==> src/rtl/perceptron_vec.sv <==
// perceptron_vec: N-lane unsigned perceptron datapath behind a byte-stream
// command port.
//
// Frame format: SYNC byte, CMD byte, then exactly N*EB payload bytes (EB = W/8).
// The block holds operand vectors A and B, a wrapping accumulator ACC and a
// loadable threshold T. The output fire is the registered result of ACC >= T.
//
// Ports:
//   clk        clock
//   rst        synchronous active-high reset
//   in_data    command-stream byte
//   in_valid   in_data valid
//   in_ready   byte accepted when in_valid & in_ready (depends on state only)
//   out_data   response byte
//   out_valid  response valid; held with stable data until out_ready
//   out_ready  downstream accepts
//   busy       high while in EXEC or SEND
//   err        one-cycle pulse at the payload end of an unknown command
//   fire       registered (ACC >= T), unsigned compare
module perceptron_vec #(
  parameter int N     = 4,
  parameter int W     = 8,
  parameter int GUARD = 4,
  parameter int SYNC  = 100,
  parameter int T_RST = 256
) (
  input  logic       clk,
  input  logic       rst,
  input  logic [7:0] in_data,
  input  logic       in_valid,
  output logic       in_ready,
  output logic [7:0] out_data,
  output logic       out_valid,
  input  logic       out_ready,
  output logic       busy,
  output logic       err,
  output logic       fire
);

  localparam int EB    = W / 8;
  localparam int ACC_W = 2 * W + $clog2(N) + GUARD;
  localparam int AB    = (ACC_W + 7) / 8;
  localparam int PL    = N * EB;
  localparam int KW    = $clog2(PL + 1);
  localparam int IW    = (N > 1) ? $clog2(N) : 1;
  localparam int BW    = $clog2(AB + 1);

  localparam logic [7:0] SYNC_B = 8'(SYNC);

  localparam logic [7:0] CMD_LOAD_A = 8'h00;
  localparam logic [7:0] CMD_LOAD_B = 8'h01;
  localparam logic [7:0] CMD_READ   = 8'h02;
  localparam logic [7:0] CMD_LOAD_T = 8'h03;
  localparam logic [7:0] CMD_MUL    = 8'h05;
  localparam logic [7:0] CMD_MAC    = 8'h06;
  localparam logic [7:0] CMD_CLEAR  = 8'h07;

  typedef enum logic [2:0] {
    S_HUNT,
    S_CMD,
    S_PAY,
    S_EXEC,
    S_SEND
  } state_t;

  state_t state_q, state_nxt;

  logic [7:0]      cmd_q;
  logic [KW-1:0]   k_q;
  logic [IW-1:0]   i_q;
  logic [BW-1:0]   byte_q;
  logic [ACC_W-1:0] sum_q;
  logic [ACC_W-1:0] acc_q;
  logic [ACC_W-1:0] t_q;
  logic [AB*8-1:0]  snap_q;
  logic [W-1:0]     a_q [N];
  logic [W-1:0]     b_q [N];
  logic             fire_q;
  logic             err_q;

  logic             accept;
  logic             pay_last;
  logic             lane_last;
  logic             send_last;
  logic [2*W-1:0]   prod;
  logic [ACC_W-1:0] sum_now;
  logic             cmd_known;

  assign pay_last  = (k_q == KW'(PL - 1));
  assign lane_last = (i_q == IW'(N - 1));
  assign send_last = (byte_q == BW'(AB));

  assign cmd_known = (cmd_q == CMD_LOAD_A) || (cmd_q == CMD_LOAD_B) ||
                     (cmd_q == CMD_READ)   || (cmd_q == CMD_LOAD_T) ||
                     (cmd_q == CMD_MUL)    || (cmd_q == CMD_MAC)    ||
                     (cmd_q == CMD_CLEAR);

  // One lane product per EXEC cycle, zero-extended to the accumulator width.
  assign prod    = (2 * W)'(a_q[i_q]) * (2 * W)'(b_q[i_q]);
  assign sum_now = sum_q + ACC_W'(prod);

  assign fire = fire_q;
  assign err  = err_q;

  always_comb begin
    state_nxt = state_q;
    in_ready  = 1'b0;
    busy      = 1'b0;
    out_valid = 1'b0;
    out_data  = {7'b0, fire_q};

    unique case (state_q)
      S_HUNT, S_CMD, S_PAY: in_ready = 1'b1;
      S_EXEC:               busy     = 1'b1;
      S_SEND: begin
        busy      = 1'b1;
        out_valid = 1'b1;
      end
      default: ;
    endcase

    // ACC bytes come from the snapshot; the final byte carries fire.
    for (int unsigned j = 0; j < AB; j++) begin
      if (byte_q == BW'(j)) out_data = snap_q[j*8 +: 8];
    end

    accept = in_valid & in_ready;

    unique case (state_q)
      S_HUNT: if (accept && in_data == SYNC_B) state_nxt = S_CMD;
      S_CMD:  if (accept) state_nxt = S_PAY;
      S_PAY: begin
        if (accept && pay_last) begin
          if (cmd_q == CMD_MUL || cmd_q == CMD_MAC) state_nxt = S_EXEC;
          else if (cmd_q == CMD_READ)               state_nxt = S_SEND;
          else                                      state_nxt = S_HUNT;
        end
      end
      S_EXEC: if (lane_last) state_nxt = S_HUNT;
      S_SEND: if (out_ready && send_last) state_nxt = S_HUNT;
      default: state_nxt = S_HUNT;
    endcase
  end

  always_ff @(posedge clk) begin
    if (rst) begin
      state_q <= S_HUNT;
      cmd_q   <= '0;
      k_q     <= '0;
      i_q     <= '0;
      byte_q  <= '0;
      sum_q   <= '0;
      acc_q   <= '0;
      t_q     <= ACC_W'(T_RST);
      snap_q  <= '0;
      fire_q  <= 1'b0;
      err_q   <= 1'b0;
      for (int unsigned l = 0; l < N; l++) begin
        a_q[l] <= '0;
        b_q[l] <= '0;
      end
    end else begin
      state_q <= state_nxt;
      err_q   <= 1'b0;
      // Re-evaluated every cycle, so it tracks any change of ACC or T one
      // cycle later.
      fire_q  <= (acc_q >= t_q);

      unique case (state_q)
        S_CMD: begin
          if (accept) begin
            cmd_q <= in_data;
            k_q   <= '0;
          end
        end

        S_PAY: begin
          if (accept) begin
            k_q <= k_q + KW'(1);

            for (int unsigned l = 0; l < N; l++) begin
              for (int unsigned b = 0; b < EB; b++) begin
                if (32'(k_q) == l * EB + b) begin
                  if (cmd_q == CMD_LOAD_A) a_q[l][b*8 +: 8] <= in_data;
                  if (cmd_q == CMD_LOAD_B) b_q[l][b*8 +: 8] <= in_data;
                end
              end
            end

            // Bytes past the threshold width simply match no bit.
            if (cmd_q == CMD_LOAD_T) begin
              for (int unsigned j = 0; j < ACC_W; j++) begin
                if (32'(k_q) == j / 8) t_q[j] <= in_data[j % 8];
              end
            end

            if (pay_last) begin
              if (cmd_q == CMD_MUL || cmd_q == CMD_MAC) begin
                i_q   <= '0;
                sum_q <= '0;
              end
              if (cmd_q == CMD_READ) begin
                snap_q <= (AB * 8)'(acc_q);
                byte_q <= '0;
              end
              if (cmd_q == CMD_CLEAR) acc_q <= '0;
              if (!cmd_known) err_q <= 1'b1;
            end
          end
        end

        S_EXEC: begin
          i_q   <= i_q + IW'(1);
          sum_q <= sum_now;
          if (lane_last) begin
            if (cmd_q == CMD_MUL) acc_q <= sum_now;
            else                  acc_q <= acc_q + sum_now;
          end
        end

        S_SEND: begin
          if (out_ready) byte_q <= byte_q + BW'(1);
        end

        default: ;
      endcase
    end
  end

endmodule

==> config.mk <==
export PLATFORM = sky130hd
export DESIGN_NAME = perceptron_vec
export DESIGN_NICKNAME = d
export VERILOG_FILES = /design/src/rtl/perceptron_vec.sv
export SDC_FILE = /design/constraint.sdc
export NUM_CORES = 1
export LEC_CHECK = 0
export ABC_AREA = 1
export CAP_MARGIN = 20
export CORE_ASPECT_RATIO = 0.8
export CORE_MARGIN = 2
export CORE_UTILIZATION = 64
export DETAILED_ROUTE_END_ITERATION = 10
export PLACE_DENSITY = 0.87
export SYNTH_ARGS = -nofsm -noshare
export SYNTH_HDL_FRONTEND = slang
export SYNTH_SLANG_ARGS = --single-unit
==> constraint.sdc <==
create_clock -name clk -period 8.6 [get_ports clk]
set_input_delay 2.58 -clock clk [delete_from_list [all_inputs] [get_ports clk]]
set_output_delay 2.58 -clock clk [all_outputs]
set_load 0.02 [all_outputs]
* Word level (Yosys, flattened, before mapping)
Memory sizes are Yosys's and may differ from the RTL's. A register that Yosys moved wholly into a read port is not among the register bits.
Cells that the tools add are included.
** Operators by class
- Eq/ne operators :: 29
- Multiply operators :: 1
- Muxes and demuxes :: 93
- Magnitude comparators :: 1
- Add/subtract/negate cells :: 5
- Bitwise logic cells :: 12
- Reductions and logical operators :: 30
** Operator list (count)
- 22-bit 2-to-1 mux :: 8
- 8-bit 2-to-1 mux :: 11
- 22-bit one-hot mux with 2 select lines :: 2
- 1-bit 2-to-1 mux :: 48
- 3-bit 2-to-1 mux :: 9
- 8-bit by 3-bit equality test with 1-bit output, second input constant :: 3
- 22-bit by 16-bit adder with 22-bit output :: 1
- 22-bit adder :: 1
- 22-bit greater-or-equal comparator :: 1
- 2-bit 2-to-1 mux :: 11
- 2-bit inequality test, second input constant :: 11
- 4-bit AND reduction :: 5
- 8-bit by 2-bit equality test with 1-bit output, second input constant :: 2
- 8-bit by 8-bit multiplier with 16-bit output :: 1
- 3-bit one-hot mux with 5 select lines :: 1
- 5-bit AND reduction :: 3
- 3-bit by 2-bit equality test with 1-bit output, second input constant :: 4
- 8-bit by 1-bit equality test with 1-bit output, second input constant :: 1
- 8-bit by 7-bit equality test with 1-bit output, second input constant :: 1
- 8-bit zero test :: 1
- 1-bit bitwise OR :: 8
- 2-bit one-hot mux with 2 select lines :: 2
- 1-bit logical OR :: 7
- 2-bit equality test, second input constant :: 3
- other kinds (17) :: 26
** Storage, ports and cells
- Register bits after elaboration :: 108
- Logic and storage cells :: 186
- Memory bits (writable) :: 64
- Input bits :: 12
- Memories kept :: 2
** Memory list
- a_q :: depth 4, bits a word 8, read ports 1, clocked after memory_dff 1, wr ports 4, RTL line 76 : logic [W-1:0] a_q [N];
- b_q :: depth 4, bits a word 8, read ports 1, clocked after memory_dff 1, wr ports 4, RTL line 77 : logic [W-1:0] b_q [N];

* Logic depth before layout (Yosys ltp)
Gate-level depths: netlist of the first run.
- Depth in word-level cells :: 9
- Mapped depth :: 37

* Worst setup path after synthesis of the first run
Ideal clock, no wire load.
- Path type :: reg2reg
- Start :: register with a tool-made name
- End :: register acc_q[13]
- Clock period less this slack :: 6.026 ns
- Setup slack :: 2.574 ns
- Data arrival time :: 5.955 ns
- Path buffers :: 2
- Cell stages (with the launch flop) :: 31
- Library setup time :: 0.070 ns
- Cell sequence :: dfxtp_1 > clkbuf_1 > inv_1 > clkbuf_1 > nand2_1 > a32oi_1 > nand2_1 > fa_1 > inv_1 > fa_1 > inv_1 > fa_1 > fa_1 > inv_1 > ha_1 > nand2_1 > inv_1 > a21oi_1 > o21bai_1 > or2_2 > nand2_1 > ha_1 > a21oi_1 > nand2_1 > inv_1 > nand2_1 > o21bai_1 > or2_2 > nand3_1 > nand3_1 > a21oi_1
** RTL lines
- end signal, assigned :: RTL line 216 : if (cmd_q == CMD_MUL) acc_q <= sum_now;
- end signal, assigned :: RTL line 217 : else acc_q <= acc_q + sum_now;
- end, declared :: RTL line 73 : logic [ACC_W-1:0] acc_q;

==> summary.md, run 1 <==
| Metric | Value |
|---|---|
| Status | finished, final reports clean |
| Worst slew margin | 0.2988 |
| Nets | 1766 |
| Final Routed Wirelength | 32940 um |
| Peak per-stage delay on the critical path | 0.70 ns |
| Initial antenna violation count | 0 |
| R2R cell count | 29 |
| Gate Count Post-Synth | ~1600 |
| Fin. Hold Viols | 0 |
| Max Root-Sink Buffers | 2 |
| Synth top area share | 0.1830 |
| Largest net degree at the start of global routing | 69 |
| Vias in the first global route | 10340 |
| Crit start category | register |
| Vias | between 10000 and 15000 |
| Hold Path Depth | 2 |
| R2R Path End | acc_q[13] |
| Worst path slowest cell | a32oi_1 |
| GRT overflow | 0 |
| Power share of the sequential group | 0.411 |
| Unrepaired setup endpoints after global routing | no |
| Die extent in x | 157.3 um |
| HP Start | snap_q[21] |
| H-tree lvl count | 4 |
| Highest Clock Rate | 134.4 MHz |
| Peak VDD IR | 0.1506 mV |
| Clock power share | 0.351 |
| Yosys reg bits | 174 |
| Post-synth EDFFs | 64 |
| Register area share after synthesis | 0.3427 |
| Synth top cells by count | nand2_1, inv_1, nor2_1 |
| Yosys cell types | 37 |
| TritonCTS Buffers | 17 |
| Core area | 18280 um^2 |
| Most frequent cell after synthesis | nand2_1 |
| Yosys top cell by area | dfxtp_1 |
| Worst skew pair latency | approximately 0.45 ns |
| Internal | 1.436 mW |
| IO Pins | 25 |
| Period utilization | 0.8649 |
| Setup CP Type | reg -> reg |
| Max Slew Vio Count | 0 |
| Area Overhead vs Synth | 7.954% |
| Worst R2R Setup Slack | 1.16 ns |
| PostCTS Resize Cnt | 0 |
| Worst Tran Pin Value | 1.051 ns |
| Global-route usage over all layers | 0.3367 |
| Switching pwr | 761.5 uW |
| Drt first-iter violations | 1231 |
| Switching Fraction | 0.3465 |
| CTS tree | yes |
| Cell area after layout | roughly 13000 um^2 |
| Drt wl/cell | about 18 um |
| Worst Path Arrival | between 7 and 8 ns |
| Hold Crit Endpoint | snap_q[21] |
| Setup violators final | 0 |
| Share of cells above drive strength 1 | 0.03884 |
| Worst Skew | 0.01592 ns |
| Hold-fix buffer count after cts | 0 |
| Hpwl dp | 24310 um |
| Yosys Warn Count | 0 |
| Die Ht | 126.7 um |
| Post-route DRC | 0 |
| Maxcap violations | 0 |
| CTS Sinks | 174 |
| Setup TNS | 0 ns |
| Clock slew at reported path FFs | about 0.08 ns |
| Syn avg cell area | 7.451 um^2 |
| Final min period | approximately 7.4 ns |
| CP required | between 8 and 9 ns |
| Routed vias/inst | ~5.9 |
| Cell Area, Placed | 12400 um^2 |
| Logic pwr share | 0.239 |
| Crit path max fanout | 33 |
| Diodes inserted | 0 |
| Mapped cell area | 12030 um^2 |
| Full die area | 19920 um^2 |
| Root Buffer | clkbuf_16 |
| PortBufs | 24 |
| Syn Nets | 1772 |
| Routability cong. | 0.9749 |
| Leakage | 5.940 nW |
| Cell Pwr Density | 169.2 nW/um^2 |
| Global-route wire length before repair | around 52000 um |
| DR pass1 iterations | 6 |
| Detail Route Antenna Nets | 0 |
| Main synth FF type | dfxtp_1 |
| Asr flop ratio synth | 0 |
| Postcts setup bufs | 0 |
| CP endpoint kind | register |
| Area contributors post-synth | dfxtp_1, edfxtp_1, nand2_1, ha_1, fa_1 |
| Starting density of the core | 0.6584 |
| Row cnt | 44 |
| Worst min path class | reg -> reg |
-- registers in the layout, summed over array words and instances, names as in the netlist, 2 cells and up, named ones only --
signal / count
i_q: 2
a_q: 32
t_q: 22
snap_q: 22
cmd_q: 8
state_q: 3
sum_q: 22
k_q: 3
byte_q: 2
acc_q: 22
b_q: 32
-- through the flow --
step / hold slack [ns] / utilization / power (mW) / instances / setup slack [ns]
after detailed placement: 0.4523 / 0.6784 / 1.428 / 1842 / 1.353
final: 0.4632 / 0.7108 / 2.198 / 1875 / 1.162
after floorplan: 0.4245 / - / 1.275 / 1615 / 2.574
after CTS: 0.4623 / 0.7100 / 2.184 / 1874 / 1.318
after global routing: 0.4835 / 0.7108 / 2.283 / 1875 / 0.7237
after global placement: 0.4361 / 0.6784 / 1.412 / 1842 / 1.510
-- per-layer routing --
| layer | global-route usage | wire length [um] |
|---|---|---|
| met3 | 0.08370 | 3478 |
| met2 | 0.5150 | 14680 |
| met4 | 0.1021 | 846 |
| met5 | 0 | 0 |
| met1 | 0.4748 | 13930 |
-- cell usage in the layout (no fill, tap or decap), types with 8 or more instances in the layout --
| cell | Yosys | final |
|---|---|---|
| fa_1 | 51 | 51 |
| clkdlybuf4s50_1 | 0 | 23 |
| clkbuf_16 | 0 | 17 |
| inv_1 | 247 | 247 |
| nor2_1 | 176 | 176 |
| o211ai_1 | 15 | 15 |
| nand4_1 | 12 | 12 |
| a211oi_1 | 8 | 8 |
| edfxtp_1 | 64 | 64 |
| nand3_1 | 96 | 96 |
| a21oi_1 | 172 | 172 |
| nand2_1 | 371 | 371 |
| ha_1 | 94 | 94 |
| o21ai_0 | 59 | 59 |
| dfxtp_1 | 110 | 110 |
| a32oi_1 | 16 | 16 |
| nor3_1 | 9 | 9 |
-- critical path: cells and delay by family, from the launching register on --
kind	cells	cell delay (ns)
simple gates	10	1.41
compound gates	6	1.69
buf+inv	7	1.18
flops	1	0.31
fa+ha+maj	6	2.76
-- cell families (layout without fill, tap and decap cells) --
family / Yosys count / in the layout / share of synthesized area
and+or+nand+nor: 684 / 684 / 0.2324
buffers and inverters: 310 / 317 / 0.09815
AOI/OAI and AO/OA: 292 / 292 / 0.1369
DFF: 174 / 174 / 0.3427
adders and majority gates: 145 / 145 / 0.1826
xor gates and xnor gates: 10 / 10 / 0.007278
-- power by group through the flow --
stage / registers [mW] / logic [mW] / clock network [mW]
floorplan: 0.912 / 0.363 / 0
global placement: 0.917 / 0.495 / 0
detailed placement: 0.919 / 0.509 / 0
CTS: 0.901 / 0.516 / 0.766
global route: 0.905 / 0.578 / 0.800
finish: 0.902 / 0.524 / 0.771
-- how the worst max path moves through the flow --
stage,end,slack (ns),cells past startpoint
after floorplan,acc_q[13],2.57,30
after global placement,acc_q[13],1.51,31
after detailed placement,acc_q[13],1.35,29
after CTS,acc_q[13],1.32,29
after global routing,acc_q[20],0.72,28
final,acc_q[13],1.16,29
-- final cells by class --
type / instances / area, um^2
Clock inverter: 14 / 147.6
Timing Repair Buffer: 30 / 287.8
Inverter: 255 / 957.2
Clock buffer: 18 / 429.2
Tap cell: 253 / 316.6
Multi-Input combinational cell: 1131 / 6729
Sequential cell: 174 / 4124
Fill cell: 1463 / 5286
Power figures use the tool's default switching activity.
==> run 2, diff against run 1 <==
--- a/config.mk
+++ b/config.mk
@@ -8,7 +8,7 @@
 export ABC_AREA = 1
 export CAP_MARGIN = 20
 export CORE_ASPECT_RATIO = 0.8
-export CORE_MARGIN = 2
+export CORE_MARGIN = 3
 export CORE_UTILIZATION = 64
 export DETAILED_ROUTE_END_ITERATION = 10
 export PLACE_DENSITY = 0.87
==> run 2 against run 1 <==
Net effect: die area rose by 2.9%; sequential cell count did not move; total power rose by 0.28%; sequential share of layout area barely moved; global-route usage fell by 2.0 points; critical path depth fell by 1; wire length fell by 1.6%; maximum frequency fell by 1.3%; clock skew fell by 0.0014 ns; register-to-register slack got worse by 0.096 ns; highest routed layer unchanged.
==> summary.md, run 2 (synthesis gave the netlist of run 1 again) <==
| Metric | Value |
|---|---|
| DR pass1 iterations | 6 (unchanged) |
| Vias in the first global route | 10070 (-2.6%) |
| Switching pwr | 763.4 uW (+0.24%) |
| Crit path max fanout | 33 (unchanged) |
| CP required | 8.89 ns (-0.08 ns) |
| Clock slew at reported path FFs | 0.08 ns (about the same) |
| Design Power | 2.204 mW (+0.28%) |
| Global-route wire length before repair | 51630 um (-0.89%) |
| Leakage | 5.949 nW (+0.15%) |
| Worst Tran Pin Value | 0.9964 ns (-0.05432 ns) |
| IO Pins | 25 (unchanged) |
| Starting density of the core | 0.6584 (unchanged) |
| Largest registers | a_q (32), b_q (32) |
| Hpwl dp | 23490 um (-3.4%) |
| Die Ht | 128.7 um (+1.6%) |
| Filler Cell Count | 1481 (+1.2%) |
| Area Overhead vs Synth | 8.027% (about the same) |
| Power share of the sequential group | 0.409 (-0.002) |
| Logic pwr share | 0.239 (about the same) |
| Unrepaired setup endpoints after global routing | no |
| Diodes inserted | 0 (unchanged) |
| Worst Path Arrival | 7.82 ns (about the same) |
| Post-route DRC | 0 (unchanged) |
| Worst min path class | reg -> reg |
| Status | finished, final reports clean |
| Worst skew pair latency | 0.45 ns (about the same) |
| Drt wl/cell | 17.28 um (-1.7%) |
| Max Root-Sink Buffers | 2 (unchanged) |
| Routability cong. | 0.9934 (+1.9%) |
| Final min period | 7.534 ns (+0.09596 ns) |
| Nets | 1767 (+0.057%) |
| Setup CP Type | reg -> reg |
| Cell Pwr Density | 169.5 nW/um^2 (+0.21%) |
| Worst path slowest cell | a32oi_1 |
| Postcts setup bufs | 0 (unchanged) |
| Maxcap violations | 0 (unchanged) |
| TritonCTS Buffers | 17 (unchanged) |
| H-tree lvl count | 4 (unchanged) |
| Setup WS pre-CTS | 1.389 ns (+0.03581 ns) |
| Worst slew margin | 0.3350 (+0.03625) |
| Die extent in x | 159.3 um (+1.3%) |
| Share of cells above drive strength 1 | 0.03943 (+0.0005922) |
| Hold_ws | 0.4633 ns (+0.0001130 ns) |
| CTS tree | yes |
| Clock power share | 0.353 (+0.002) |
| Fin. Hold Viols | 0 (unchanged) |
| Peak VDD IR | 0.1464 mV (-2.8%) |
| Largest net degree at the start of global routing | 69 (unchanged) |
| Internal | 1.441 mW (+0.30%) |
| Routed vias/inst | 5.854 (-0.15%) |
| Setup violators final | 0 (unchanged) |
| Setup TNS | 0 ns (unchanged) |
| Root Buffer | clkbuf_16 |
| HP Start | snap_q[17] |
| Final WS setup | 1.066 ns (-0.09596 ns) |
| Peak per-stage delay on the critical path | 0.71 ns (about the same) |
| GRT overflow | 0 (unchanged) |
| Highest Clock Rate | 132.7 MHz (-1.3%) |
| Most frequent cells in the layout | nand2_1, inv_1, nor2_1, a21oi_1, dfxtp_1 |
| Initial antenna violation count | 0 (unchanged) |
| Row cnt | 44 (unchanged) |
| Drt first-iter violations | 1265 (+2.8%) |
| Final Routed Wirelength | 32410 um (-1.6%) |
| Period utilization | 0.8760 (+0.01116) |
| Global-route usage over all layers | 0.3163 (-0.02047) |
| Switching Fraction | 0.3464 (about the same) |
| Area of the multi-input gates | 6729 um^2 (unchanged) |
| PortBufs | 24 (unchanged) |
| Max Slew Vio Count | 0 (unchanged) |
| Leading cell type in the layout, fill and taps excluded | nand2_1 |
| Hold-fix buffer count after cts | 0 (unchanged) |
| Detail Route Antenna Nets | 0 (unchanged) |
| PostCTS Resize Cnt | 0 (unchanged) |
| Core area | 18280 um^2 (unchanged) |
| Worst Skew | 0.01452 ns (-0.001399 ns) |
| Vias | 10980 (-0.10%) |
| Crit start category | register |
| Register area | 4124 um^2 (unchanged) |
| Finished Core Util | 0.7113 (about the same) |
| Full die area | 20500 um^2 (+2.9%) |
| CP endpoint kind | register |
| CTS Sinks | 174 (unchanged) |
==> run 2: metrics by stage <==
stage	cells	instance area [um^2]
finish	1876	13000
global route	1876	13000
CTS	1875	12990
detailed placement	1843	12410
global placement	1843	12410
floorplan	1615	12030
==> run 2: worst max-delay path: cells and delay by family, from the launching register on <==
| kind | cells | cell delay, ns |
|---|---|---|
| and+or+nand+nor | 10 | 0.97 |
| AOI/OAI and AO/OA | 5 | 1.86 |
| DFF | 1 | 0.30 |
| buffers and inverters | 6 | 1.12 |
| xor gates and xnor gates | 1 | 0.35 |
| adders and majority gates | 6 | 2.75 |
==> run 2: metal layers <==
metal / routed length, um / share of wire / global-route usage
met5: 0 / 0 / 0
met4: 715 / 0.022 / 0.08955
met1: 14220 / 0.44 / 0.4606
met3: 3162 / 0.098 / 0.05986
met2: 14310 / 0.44 / 0.4876
==> run 2: path summary, 6_finish.rpt <==
path / end / slack (ns) / depth (start not counted)
setup / recovery: acc_q[20] / 1.07 / 28
hold / removal: snap_q[17] / 0.46 / 2
hold reg to reg: snap_q[17] / 0.46 / 2
setup reg to reg: acc_q[20] / 1.07 / 28
==> run 2: power by group through the flow <==
stage / logic (mW) / clock network (mW) / registers [mW]
finish: 0.527 / 0.777 / 0.900
detailed placement: 0.511 / 0 / 0.918
floorplan: 0.363 / 0 / 0.912
CTS: 0.517 / 0.772 / 0.899
global route: 0.580 / 0.801 / 0.903
global placement: 0.498 / 0 / 0.917
==> run 2: final cells by class <==
| class | instances | share of cell area |
|---|---|---|
| multi-input cells | 1131 | 0.5176 |
| flip-flops and latches | 174 | 0.3172 |
| inverters | 255 | 0.07363 |
| clock buffers | 18 | 0.03301 |
| well taps | 253 | 0.02435 |
| repair buffers | 31 | 0.02271 |
| clock inverters | 14 | 0.01145 |
==> run 3, diff against run 2 <==
--- a/config.mk
+++ b/config.mk
@@ -9,9 +9,9 @@
 export CAP_MARGIN = 20
 export CORE_ASPECT_RATIO = 0.8
 export CORE_MARGIN = 3
-export CORE_UTILIZATION = 64
+export CORE_UTILIZATION = 55
 export DETAILED_ROUTE_END_ITERATION = 10
-export PLACE_DENSITY = 0.87
+export PLACE_DENSITY = 0.77
 export SYNTH_ARGS = -nofsm -noshare
 export SYNTH_HDL_FRONTEND = slang
 export SYNTH_SLANG_ARGS = --single-unit
==> run 3 against run 2 <==
Net effect: clock power increased by 5.7%; sequential power hardly changed; via count down 1.8%; critical path type unchanged; critical endpoint is now acc_q[13].
==> summary.md, run 3 (synthesis gave the netlist of run 1 again) <==
| Metric | Value |
|---|---|
| Worst skew pair latency | 0.45 ns (about the same) |
| Most frequent cells in the layout | nand2_1, inv_1, nor2_1, a21oi_1, dfxtp_1 |
| HP Start | snap_q[21] |
| Largest net degree at the start of global routing | 69 (unchanged) |
| Postcts setup bufs | 0 (unchanged) |
| Worst Skew | 0.02534 ns (+0.01082 ns) |
| Worst Tran Pin Value | 1.058 ns (+0.06203 ns) |
| Period utilization | 0.8650 (-0.01100) |
| Worst slew margin | 0.2936 (-0.04141) |
| Clock slew at reported path FFs | 0.09 ns (about the same) |
| Full die area | 23700 um^2 (+16%) |
| Leakage | 5.975 nW (+0.43%) |
| CTS Sinks | 174 (unchanged) |
| Root Buffer | clkbuf_16 |
| Crit path max fanout | 33 (unchanged) |
| Placed cell count | 1859 (+0.87%) |
| Die extent in x | 171.4 um (+7.6%) |
| R2R cell count | 29 (+3.6%) |
| Post-route DRC | 0 (unchanged) |
| Leading cell type in the layout, fill and taps excluded | nand2_1 |
| Setup CP Type | reg -> reg |
| Largest registers | a_q (32), b_q (32) |
| Peak per-stage delay on the critical path | 0.69 ns (-0.02 ns) |
| Fin. Hold Viols | 0 (unchanged) |
| Logic pwr share | 0.233 (-0.006) |
| Drt wl/cell | 17.08 um (-1.1%) |
| Worst min path class | reg -> reg |
| Crit start category | register |
| Hold-fix buffer count after cts | 0 (unchanged) |
| PostCTS Resize Cnt | 0 (unchanged) |
| Routability cong. | 0.9562 (-3.7%) |
| Final min period | 7.439 ns (-0.09464 ns) |
| Global-route wire length before repair | 52670 um (+2.0%) |
| CP endpoint kind | register |
| Drt first-iter violations | 1086 (-14%) |
| Row cnt | 47 (+6.8%) |
| IO Pins | 25 (unchanged) |
| Hpwl dp | 24210 um (+3.1%) |
| CP bufs+invs | 7 (+1) |
| Hold Crit Endpoint | snap_q[21] |
| Routed vias/inst | 5.701 (-2.6%) |
| Core area | 21110 um^2 (+16%) |
| Switching pwr | 773.0 uW (+1.3%) |
| Internal | 1.473 mW (+2.2%) |
| Vias in the first global route | 10240 (+1.7%) |
| Worst R2R Setup Slack | 1.16 ns (+0.09 ns) |
| Detail Route Antenna Nets | 0 (unchanged) |
| Peak VDD IR | 0.1715 mV (+17%) |
| Vias | 10790 (-1.8%) |
| Nets | 1767 (unchanged) |
| Share of cells above drive strength 1 | 0.04005 (+0.0006161) |
| Worst path slowest cell | inv_1 |
| Unrepaired setup endpoints after global routing | no |
| Status | finished, final reports clean |
| Fin cells | 1892 (+0.85%) |
| Highest Clock Rate | 134.4 MHz (+1.3%) |
| Maxcap violations | 0 (unchanged) |
| Setup violators final | 0 (unchanged) |
| Hold Path Depth | 2 (unchanged) |
| PortBufs | 24 (unchanged) |
| Design Power | 2.246 mW (+1.9%) |
| CTS tree | yes |
| Max Root-Sink Buffers | 2 (unchanged) |
| Starting density of the core | 0.5700 (-0.08838) |
| Crit path max-delay family | adder cells |
| TritonCTS Buffers | 17 (unchanged) |
| Die Ht | 138.3 um (+7.5%) |
| Worst Path Arrival | 7.81 ns (about the same) |
| Area Overhead vs Synth | 8.578% |
| Diodes inserted | 0 (unchanged) |
| Global-route usage over all layers | 0.2772 (-0.03908) |
| Final Routed Wirelength | 32310 um (-0.30%) |
| CP required | 8.97 ns (+0.08 ns) |
| Switching Fraction | 0.3442 (-0.002180) |
| H-tree lvl count | 4 (unchanged) |
| DR pass1 iterations | 5 (-1) |
| Power share of the sequential group | 0.401 (-0.008) |
| Finished Core Util | 0.6189 (-0.09234) |
| R2R Path End | acc_q[13] |
| Critical Path Stages | 29 (+3.6%) |
| Setup TNS | 0 ns (unchanged) |
| Max Slew Vio Count | 0 (unchanged) |
| Filler Cell Count | 1865 (+26%) |
| GRT overflow | 0 (unchanged) |
| Cell Pwr Density | 171.9 nW/um^2 (+1.4%) |
| Initial antenna violation count | 0 (unchanged) |
| Clock power share | 0.366 (+0.013) |
## run 3: cell types whose count changed in the layout (fill, tap and decap cells not counted), sizes merged
cell,before,now
bufinv,0,1
clkinvlp,2,0
clkbuf,18,17
inv,260,259
clkinv,7,10
## run 3: layer usage
| layer | vias to the layer above | routed length, um | global-route usage |
|---|---|---|---|
| li1 | 5214 | - | - |
| met1 | 5096 | 15120 | 0.4190 |
| met2 | 428 | 14000 | 0.4098 |
| met3 | 48 | 2647 | 0.05308 |
| met4 | 0 | 548 | 0.06901 |
| met5 | - | 0 | 0 |
## run 3: worst reg2reg max path: cells and delay by family (launching register included)
family                   cells  cell delay, ns
AO/OA/AOI/OAI                6            1.72
adder cells (fa/ha/maj)      6            2.72
buffers and inverters        7            1.19
flip-flops                   1            0.30
AND/OR/NAND/NOR             10            1.44
## run 3: power by group through the flow
stage	sequential [mW]	combinational, mW	clock, mW
after CTS	0.900	0.520	0.818
after floorplan	0.912	0.363	0
final	0.900	0.524	0.821
after global routing	0.904	0.588	0.854
after global placement	0.917	0.506	0
after detailed placement	0.919	0.514	0
## run 3: per-stage QoR
stage / hold slack (ns) / setup slack [ns] / instance area, um^2
3_3_place_gp: 0.4389 / 1.311 / 12430
3_5_place_dp: 0.4462 / 1.278 / 12430
4_1_cts: 0.4583 / 1.271 / 13050
5_1_grt: 0.4737 / 0.7225 / 13070
2_1_floorplan: 0.4245 / 2.574 / 12030
6_report: 0.4642 / 1.161 / 13070
## run 3: layout make-up
type / count / area (um^2) / area share
timing repair buffer: 31 / 295.3 / 0.02260
multi-input combinational: 1131 / 6729 / 0.5150
inverter: 255 / 957.2 / 0.07325
sequential: 174 / 4124 / 0.3156
clock buffer: 17 / 425.4 / 0.03256
clock inverter: 15 / 198.9 / 0.01523
tap: 269 / 336.6 / 0.02576
## run 3: worst max-delay path by stage
stage,start,endpoint
6_report,register,acc_q[13]
5_1_grt,register,acc_q[16]
4_1_cts,register,acc_q[13]
3_5_place_dp,register,acc_q[13]
3_3_place_gp,register,acc_q[13]
2_1_floorplan,register,acc_q[13]
